File: src/rtl/stopwatch_pkg.sv
// Shared constants for the stopwatch control unit: FSM state encoding and
// default button-conditioning parameters.
package stopwatch_pkg;

   localparam logic [1:0] ST_STOP  = 2'b00;
   localparam logic [1:0] ST_RUN   = 2'b01;
   localparam logic [1:0] ST_CLEAR = 2'b10;

   localparam int DEFAULT_SYNC_STAGES     = 2;
   localparam int DEFAULT_DEBOUNCE_CYCLES = 1_000_000;

endpackage

File: src/rtl/btn_debounce.sv
// One button path: multi-flop synchronizer, level debouncer and rising-edge
// detector producing a single-cycle press pulse.
module btn_debounce
   import stopwatch_pkg::*;
#(
   parameter int SYNC_STAGES     = DEFAULT_SYNC_STAGES,
   parameter int DEBOUNCE_CYCLES = DEFAULT_DEBOUNCE_CYCLES
) (
   input  logic clk,
   input  logic reset,
   input  logic btn,
   output logic press
);

   localparam int CNT_W = (DEBOUNCE_CYCLES > 1) ? $clog2(DEBOUNCE_CYCLES) : 1;
   localparam logic [CNT_W-1:0] CNT_LAST = CNT_W'(DEBOUNCE_CYCLES - 1);

   logic [SYNC_STAGES-1:0] sync_r;
   logic                   sync_s;
   logic [CNT_W-1:0]       cnt_r;
   logic                   level_r;
   logic                   level_d_r;

   assign sync_s = sync_r[SYNC_STAGES-1];

   // Synchronizer chain for the raw asynchronous button.
   always_ff @(posedge clk or posedge reset) begin
      if (reset) begin
         sync_r <= {SYNC_STAGES{1'b0}};
      end else begin
         sync_r <= {sync_r[SYNC_STAGES-2:0], btn};
      end
   end

   // Debouncer: accept a new level only after it has differed for the full window.
   always_ff @(posedge clk or posedge reset) begin
      if (reset) begin
         cnt_r     <= {CNT_W{1'b0}};
         level_r   <= 1'b0;
         level_d_r <= 1'b0;
      end else begin
         level_d_r <= level_r;
         if (sync_s == level_r) begin
            cnt_r <= {CNT_W{1'b0}};
         end else if (cnt_r == CNT_LAST) begin
            level_r <= sync_s;
            cnt_r   <= {CNT_W{1'b0}};
         end else begin
            cnt_r <= cnt_r + CNT_W'(1);
         end
      end
   end

   // Only the debounced rising edge is an event; release is silent.
   assign press = level_r & ~level_d_r;

endmodule

File: src/rtl/stopwatch_cu.sv
// Stopwatch control unit: conditions three buttons and runs the
// STOP/RUN/CLEAR FSM with registered Moore outputs and a lap-hold flag.
module stopwatch_cu
   import stopwatch_pkg::*;
#(
   parameter int SYNC_STAGES     = DEFAULT_SYNC_STAGES,
   parameter int DEBOUNCE_CYCLES = DEFAULT_DEBOUNCE_CYCLES
) (
   input  logic       clk,
   input  logic       reset,
   input  logic       i_btn_runstop,
   input  logic       i_btn_clear,
   input  logic       i_btn_lap,
   output logic       o_runstop,
   output logic       o_clear,
   output logic       o_lap_hold,
   output logic [1:0] o_state
);

   logic       press_runstop_s;
   logic       press_clear_s;
   logic       press_lap_s;
   logic [1:0] state_r;
   logic [1:0] state_nxt_s;
   logic       hold_nxt_s;
   logic       runstop_r;
   logic       clear_r;
   logic       lap_hold_r;

   btn_debounce #(.SYNC_STAGES(SYNC_STAGES), .DEBOUNCE_CYCLES(DEBOUNCE_CYCLES)) u_db_runstop (
      .clk(clk), .reset(reset), .btn(i_btn_runstop), .press(press_runstop_s)
   );

   btn_debounce #(.SYNC_STAGES(SYNC_STAGES), .DEBOUNCE_CYCLES(DEBOUNCE_CYCLES)) u_db_clear (
      .clk(clk), .reset(reset), .btn(i_btn_clear), .press(press_clear_s)
   );

   btn_debounce #(.SYNC_STAGES(SYNC_STAGES), .DEBOUNCE_CYCLES(DEBOUNCE_CYCLES)) u_db_lap (
      .clk(clk), .reset(reset), .btn(i_btn_lap), .press(press_lap_s)
   );

   // Next state and lap-hold; runstop outranks clear and lap, losers are dropped.
   always_comb begin
      state_nxt_s = ST_STOP;
      hold_nxt_s  = lap_hold_r;
      case (state_r)
         ST_STOP: begin
            if (press_runstop_s) begin
               state_nxt_s = ST_RUN;
            end else if (press_clear_s) begin
               state_nxt_s = ST_CLEAR;
               hold_nxt_s  = 1'b0;
            end else if (press_lap_s) begin
               state_nxt_s = ST_STOP;
               hold_nxt_s  = 1'b0;
            end else begin
               state_nxt_s = ST_STOP;
            end
         end
         ST_RUN: begin
            if (press_runstop_s) begin
               state_nxt_s = ST_STOP;
            end else if (press_lap_s) begin
               state_nxt_s = ST_RUN;
               hold_nxt_s  = ~lap_hold_r;
            end else begin
               state_nxt_s = ST_RUN;
            end
         end
         ST_CLEAR: begin
            state_nxt_s = ST_STOP;
            hold_nxt_s  = 1'b0;
         end
         default: begin
            state_nxt_s = ST_STOP;
         end
      endcase
   end

   // State register with outputs decoded from the next state so they align with it.
   always_ff @(posedge clk or posedge reset) begin
      if (reset) begin
         state_r    <= ST_STOP;
         runstop_r  <= 1'b0;
         clear_r    <= 1'b0;
         lap_hold_r <= 1'b0;
      end else begin
         state_r    <= state_nxt_s;
         runstop_r  <= (state_nxt_s == ST_RUN);
         clear_r    <= (state_nxt_s == ST_CLEAR);
         lap_hold_r <= hold_nxt_s;
      end
   end

   assign o_runstop  = runstop_r;
   assign o_clear    = clear_r;
   assign o_lap_hold = lap_hold_r;
   assign o_state    = state_r;

endmodule

File: config.mk
export PLATFORM = sky130hd
export DESIGN_NAME = stopwatch_cu
export DESIGN_NICKNAME = d
export VERILOG_FILES = /design/src/rtl/stopwatch_pkg.sv /design/src/rtl/btn_debounce.sv /design/src/rtl/stopwatch_cu.sv
export SDC_FILE = /design/constraint.sdc
export NUM_CORES = 1
export LEC_CHECK = 0
export BUFFER_PORTS_ARGS = -buffer_cell sky130_fd_sc_hd__buf_2
export CORE_MARGIN = 2
export CORE_UTILIZATION = 60
export CTS_BUF_LIST = sky130_fd_sc_hd__clkbuf_4 sky130_fd_sc_hd__clkbuf_8 sky130_fd_sc_hd__clkbuf_16
export DETAILED_ROUTE_END_ITERATION = 7
export GPL_TIMING_DRIVEN = 1
export PLACE_DENSITY_LB_ADDON = 0.1
export SLEW_MARGIN = 25
export SYNTH_ARGS = -nofsm -noshare
export SYNTH_HDL_FRONTEND = slang
export SYNTH_SLANG_ARGS = --single-unit
File: constraint.sdc
create_clock -name clk -period 3.45 [get_ports clk]
set_input_delay 0.5175 -clock clk [delete_from_list [all_inputs] [get_ports clk]]
set_output_delay 0.5175 -clock clk [all_outputs]
set_load 0.05 [all_outputs]
==> reports/results.env <==
YOSYSUNIQUECELLTYPES=34
FMAX_GHz=0.4822
WORSTMARGINPINSLEW_NS=0.8057
CRIT_PATH_TIME_FINAL_NS=2.074
FLOORPLAN.ROWS=28
SWITCHING_SHARE=0.2530
SEQUENTIAL_CELL_AREA_MM2=0.001927
FILLCELLCOUNT=475
HPWL_UM=4233
FINALCLOCKSKEW_NS=0.01297
GATE_POWER_SHARE=0.033
PATH_CLK_SLEW_NS=0.09
WHS_NS=0.2590
GR-USAGE-MET1=0.2835
SYNTHFLOPTYPE='dfrtp_1'
ROUTED_WIRELENGTH_UM=6363
POSTSYNTH.ASYNCRESETSHARE=1.000
RSZ0062_AT_GRT='no'
MIN_DELAY_WORST_ENDPOINT='u_db_lap.sync_r[0]$_DFF_PP0_'
GRT_USAGE=0.2135
CLK-INSERTION-DELAY-LATE_NS=0.36
MAX_CAP_VIOLS=0
INITIAL_ANTENNA_VIOLATION_COUNT=0
ROUTE.ANTENNA.REMAINING_NETS=0
CTS-HTREE-LEVELS=3
POSTSYNTHCELLCOUNT=355
STARTPOINT_TYPE_OF_THE_WORST_SETUP_PATH='register'
FINALWEIGHTEDCONGESTION=0.8333
REG2REG_FROM='u_db_lap.cnt_r[2]$_DFF_PP0_'
POSTSYNTHAREAPERCELL_UM2=10.08
GRT_PASS1_WL_UM=10760
DRT-VIAS-PER-INSTANCE=5.683
INITIAL_UTILIZATION=0.6114
POWER.TOTAL_mW=1.605
REPORT.FINAL.SETUP_VIOL=0
FINALMAXSLEWVIOLATIONS=0
P_INT_mW=1.199
IO_PINS=10
WORST_R2R_PATH_DEPTH=4
WORST_SLEW_MARGIN_REL=0.4629
TIMING.FINAL.CRIT_SHARE=0.6011
CRITPATHKIND='register to register'
CORE-AREA_MM2=0.005851
DRT_DRC_VIOLATIONS_LEFT=0
WORST_CASE_REGISTER_TO_REGISTER_SETUP_SLACK_NS=1.38
WORSTPATHREQUIRED_NS=3.74
CTS_TREE='built'
POWER_FRAC_SEQ=0.576
SYNTH_SEQUENTIAL_AREA_RATIO=0.5386
CLK_ROOT_BUFFER_CELL='clkbuf_8'
DIE_WIDTH_UM=81.22
PLACED_AREA_MM2=0.003717
POWERDENSITY_mW_PER_MM2=411.5
CRITICAL_PATH.REG2REG.ENDPOINT='u_db_lap.cnt_r[17]$_DFF_PP0_'
N_ANTENNA_CELL=0
PLACEMENT.IO_BUFFERS=9
CTS_MADE_BUFFERS=9
CTS.HOLD.BUFFERS_ADDED=0
WORSTPATHMAXFANOUT=9
CLOCK_TREE.BUFFER_DEPTH=2
FINISH.INSTANCE_AREA_MM2=0.003899
DRT_ITER0_DRC=96
YOSYSWARNINGCOUNT=0
HOLD_PATH_DEPTH=1
VDD_IR_DROP_MAX_mV=0.2642
DETAILROUTE.VIA_COUNT=2546
WL_PER_CELL_UM=14.20
ENDPOINT_KIND='register'
SYNTHTOLAYOUTAREAGROWTH_PCT=8.989
GRT_START_MAX_NET_PINS=50
GROUTE.LAYER.MET2.USAGE=0.3405
GRT-BUSIEST-LAYER='met2'
P_LEAK_nW=1.635
CLOCK_SINKS=77
POST-ROUTE-UTIL=0.6664
FIN_SETUP_TNS_NS=0
SYNTH.CELL_AREA_MM2=0.003577
OUTCOME='completed'
POST-CTS-SETUP-BUFFER-COUNT=0
POSTSYNTHNETCOUNT=363
STARTPOINT='u_db_lap.cnt_r[2]$_DFF_PP0_'
HP-CLASS='primary input to register'
NETS=376
FP.DIEH_UM=81.22
DRT_FIRST_PASS_ITERS=4
MULTIINPUTGATEAREA_MM2=0.001565
POST_CTS_SIZING=0
FIRST_GLOBAL_VIAS=2428
PWR-SHARE-CLK=0.391
LAYOUT-DRIVE-GT1-SHARE=0.1153
MET3_USAGE=0.04667
GRT_OVERFLOW_TOTAL=0
SYNTH-EDFF-COUNT=0
YS_SEQ_ELEMENTS=77
NET_SW_POWER_uW=406.0
WORST-ENDPOINT-ARRIVAL_NS=2.36
TIMING.HOLD.WORST.START='i_btn_lap'
HOLD_VIOL=0
DIE_AREA_MM2=0.006596
-- metrics by stage --
stage,std cells,setup WS (ns)
2_1_floorplan,355,0.9658
3_3_place_gp,432,1.421
3_5_place_dp,432,1.364
4_1_cts,448,1.359
5_1_grt,448,1.224
6_report,448,1.376
-- critical path: stages, from the launching register on --
cell,delay [ns]
dfrtp_1,0.48
nand4_4,0.19
or4_1,0.69
or4_1,0.51
a21oi_1,0.16
-- cell families (layout without fill, tap and decap cells) --
kind of cell    Yosys count  count (layout)  synth area share
compound gates           38              38           0.06436
simple gates            167             167            0.2476
xor+xnor                 42              42            0.1028
flops                    77              77            0.5387
fa+ha+maj                 3               3           0.01049
mux                       3               3          0.009443
buf+inv                  25              43           0.02658
-- worst max-delay path by stage --
| stage | endpoint | slack, ns |
|---|---|---|
| CTS | u_db_lap.cnt_r[18]$_DFF_PP0_ | 1.36 |
| finish | u_db_lap.cnt_r[17]$_DFF_PP0_ | 1.38 |
| floorplan | o_clear$_DFF_PP0_ | 0.97 |
| global placement | u_db_lap.cnt_r[19]$_DFF_PP0_ | 1.42 |
| global route | u_db_lap.cnt_r[4]$_DFF_PP0_ | 1.22 |
| detailed placement | u_db_lap.cnt_r[18]$_DFF_PP0_ | 1.36 |
-- placed cells by master (no fill, tap or decap), drive strengths merged, types with 13 or more instances in the layout --
| cell type | instances |
|---|---|
| xnor2 | 19 |
| nand2 | 22 |
| inv | 15 |
| dfrtp | 77 |
| nand4 | 13 |
| nor2 | 51 |
| xor2 | 23 |
| buf | 14 |
| a21oi | 18 |
| nand3 | 21 |
-- power by group through the flow --
stage / clock network (mW) / registers, mW / logic, mW
floorplan: 0 / 0.940 / 0.0381
global placement: 0 / 0.941 / 0.0540
detailed placement: 0 / 0.942 / 0.0547
CTS: 0.643 / 0.924 / 0.0552
global route: 0.685 / 0.926 / 0.0629
finish: 0.627 / 0.924 / 0.0531
-- metal layers --
metal,up-vias,wire (µm)
met4,0,103
met3,9,177
met1,1225,3114
met5,-,0
met2,39,2967
li1,1273,-
-- synthesized netlist by cell type (all sizes together), types with 7 or more instances --
library cell   n  area, µm²
dfrtp         77       1927
nor2          51      191.4
xor2          23      201.4
nand2         22      82.58
nand3         21      105.1
xnor2         19      166.4
a21oi         18      90.09
inv           13      48.80
nand4         13      96.34
clkbuf        11      41.29
nor3          10      50.05
o31ai         10      75.07
or4           10      75.07
nor4           9      56.30
or3            7      43.79
-- registers in the layout, indices dropped and copies added, names as in the netlist --
register,count
o_clear,1
o_lap_hold,1
o_runstop,1
o_state,2
u_db_clear.cnt_r,20
u_db_clear.level_d_r,1
u_db_clear.level_r,1
u_db_clear.sync_r,2
u_db_lap.cnt_r,20
u_db_lap.level_d_r,1
u_db_lap.level_r,1
u_db_lap.sync_r,2
u_db_runstop.cnt_r,20
u_db_runstop.level_d_r,1
u_db_runstop.level_r,1
u_db_runstop.sync_r,2
-- layout make-up --
type / instances / share of cell area
flip-flops and latches: 77 / 0.4942
multi-input cells: 253 / 0.4015
clock buffers: 9 / 0.03177
well taps: 75 / 0.02407
repair buffers: 14 / 0.02118
clock inverters: 7 / 0.01444
inverters: 13 / 0.01284
Power figures use the tool's default switching activity.
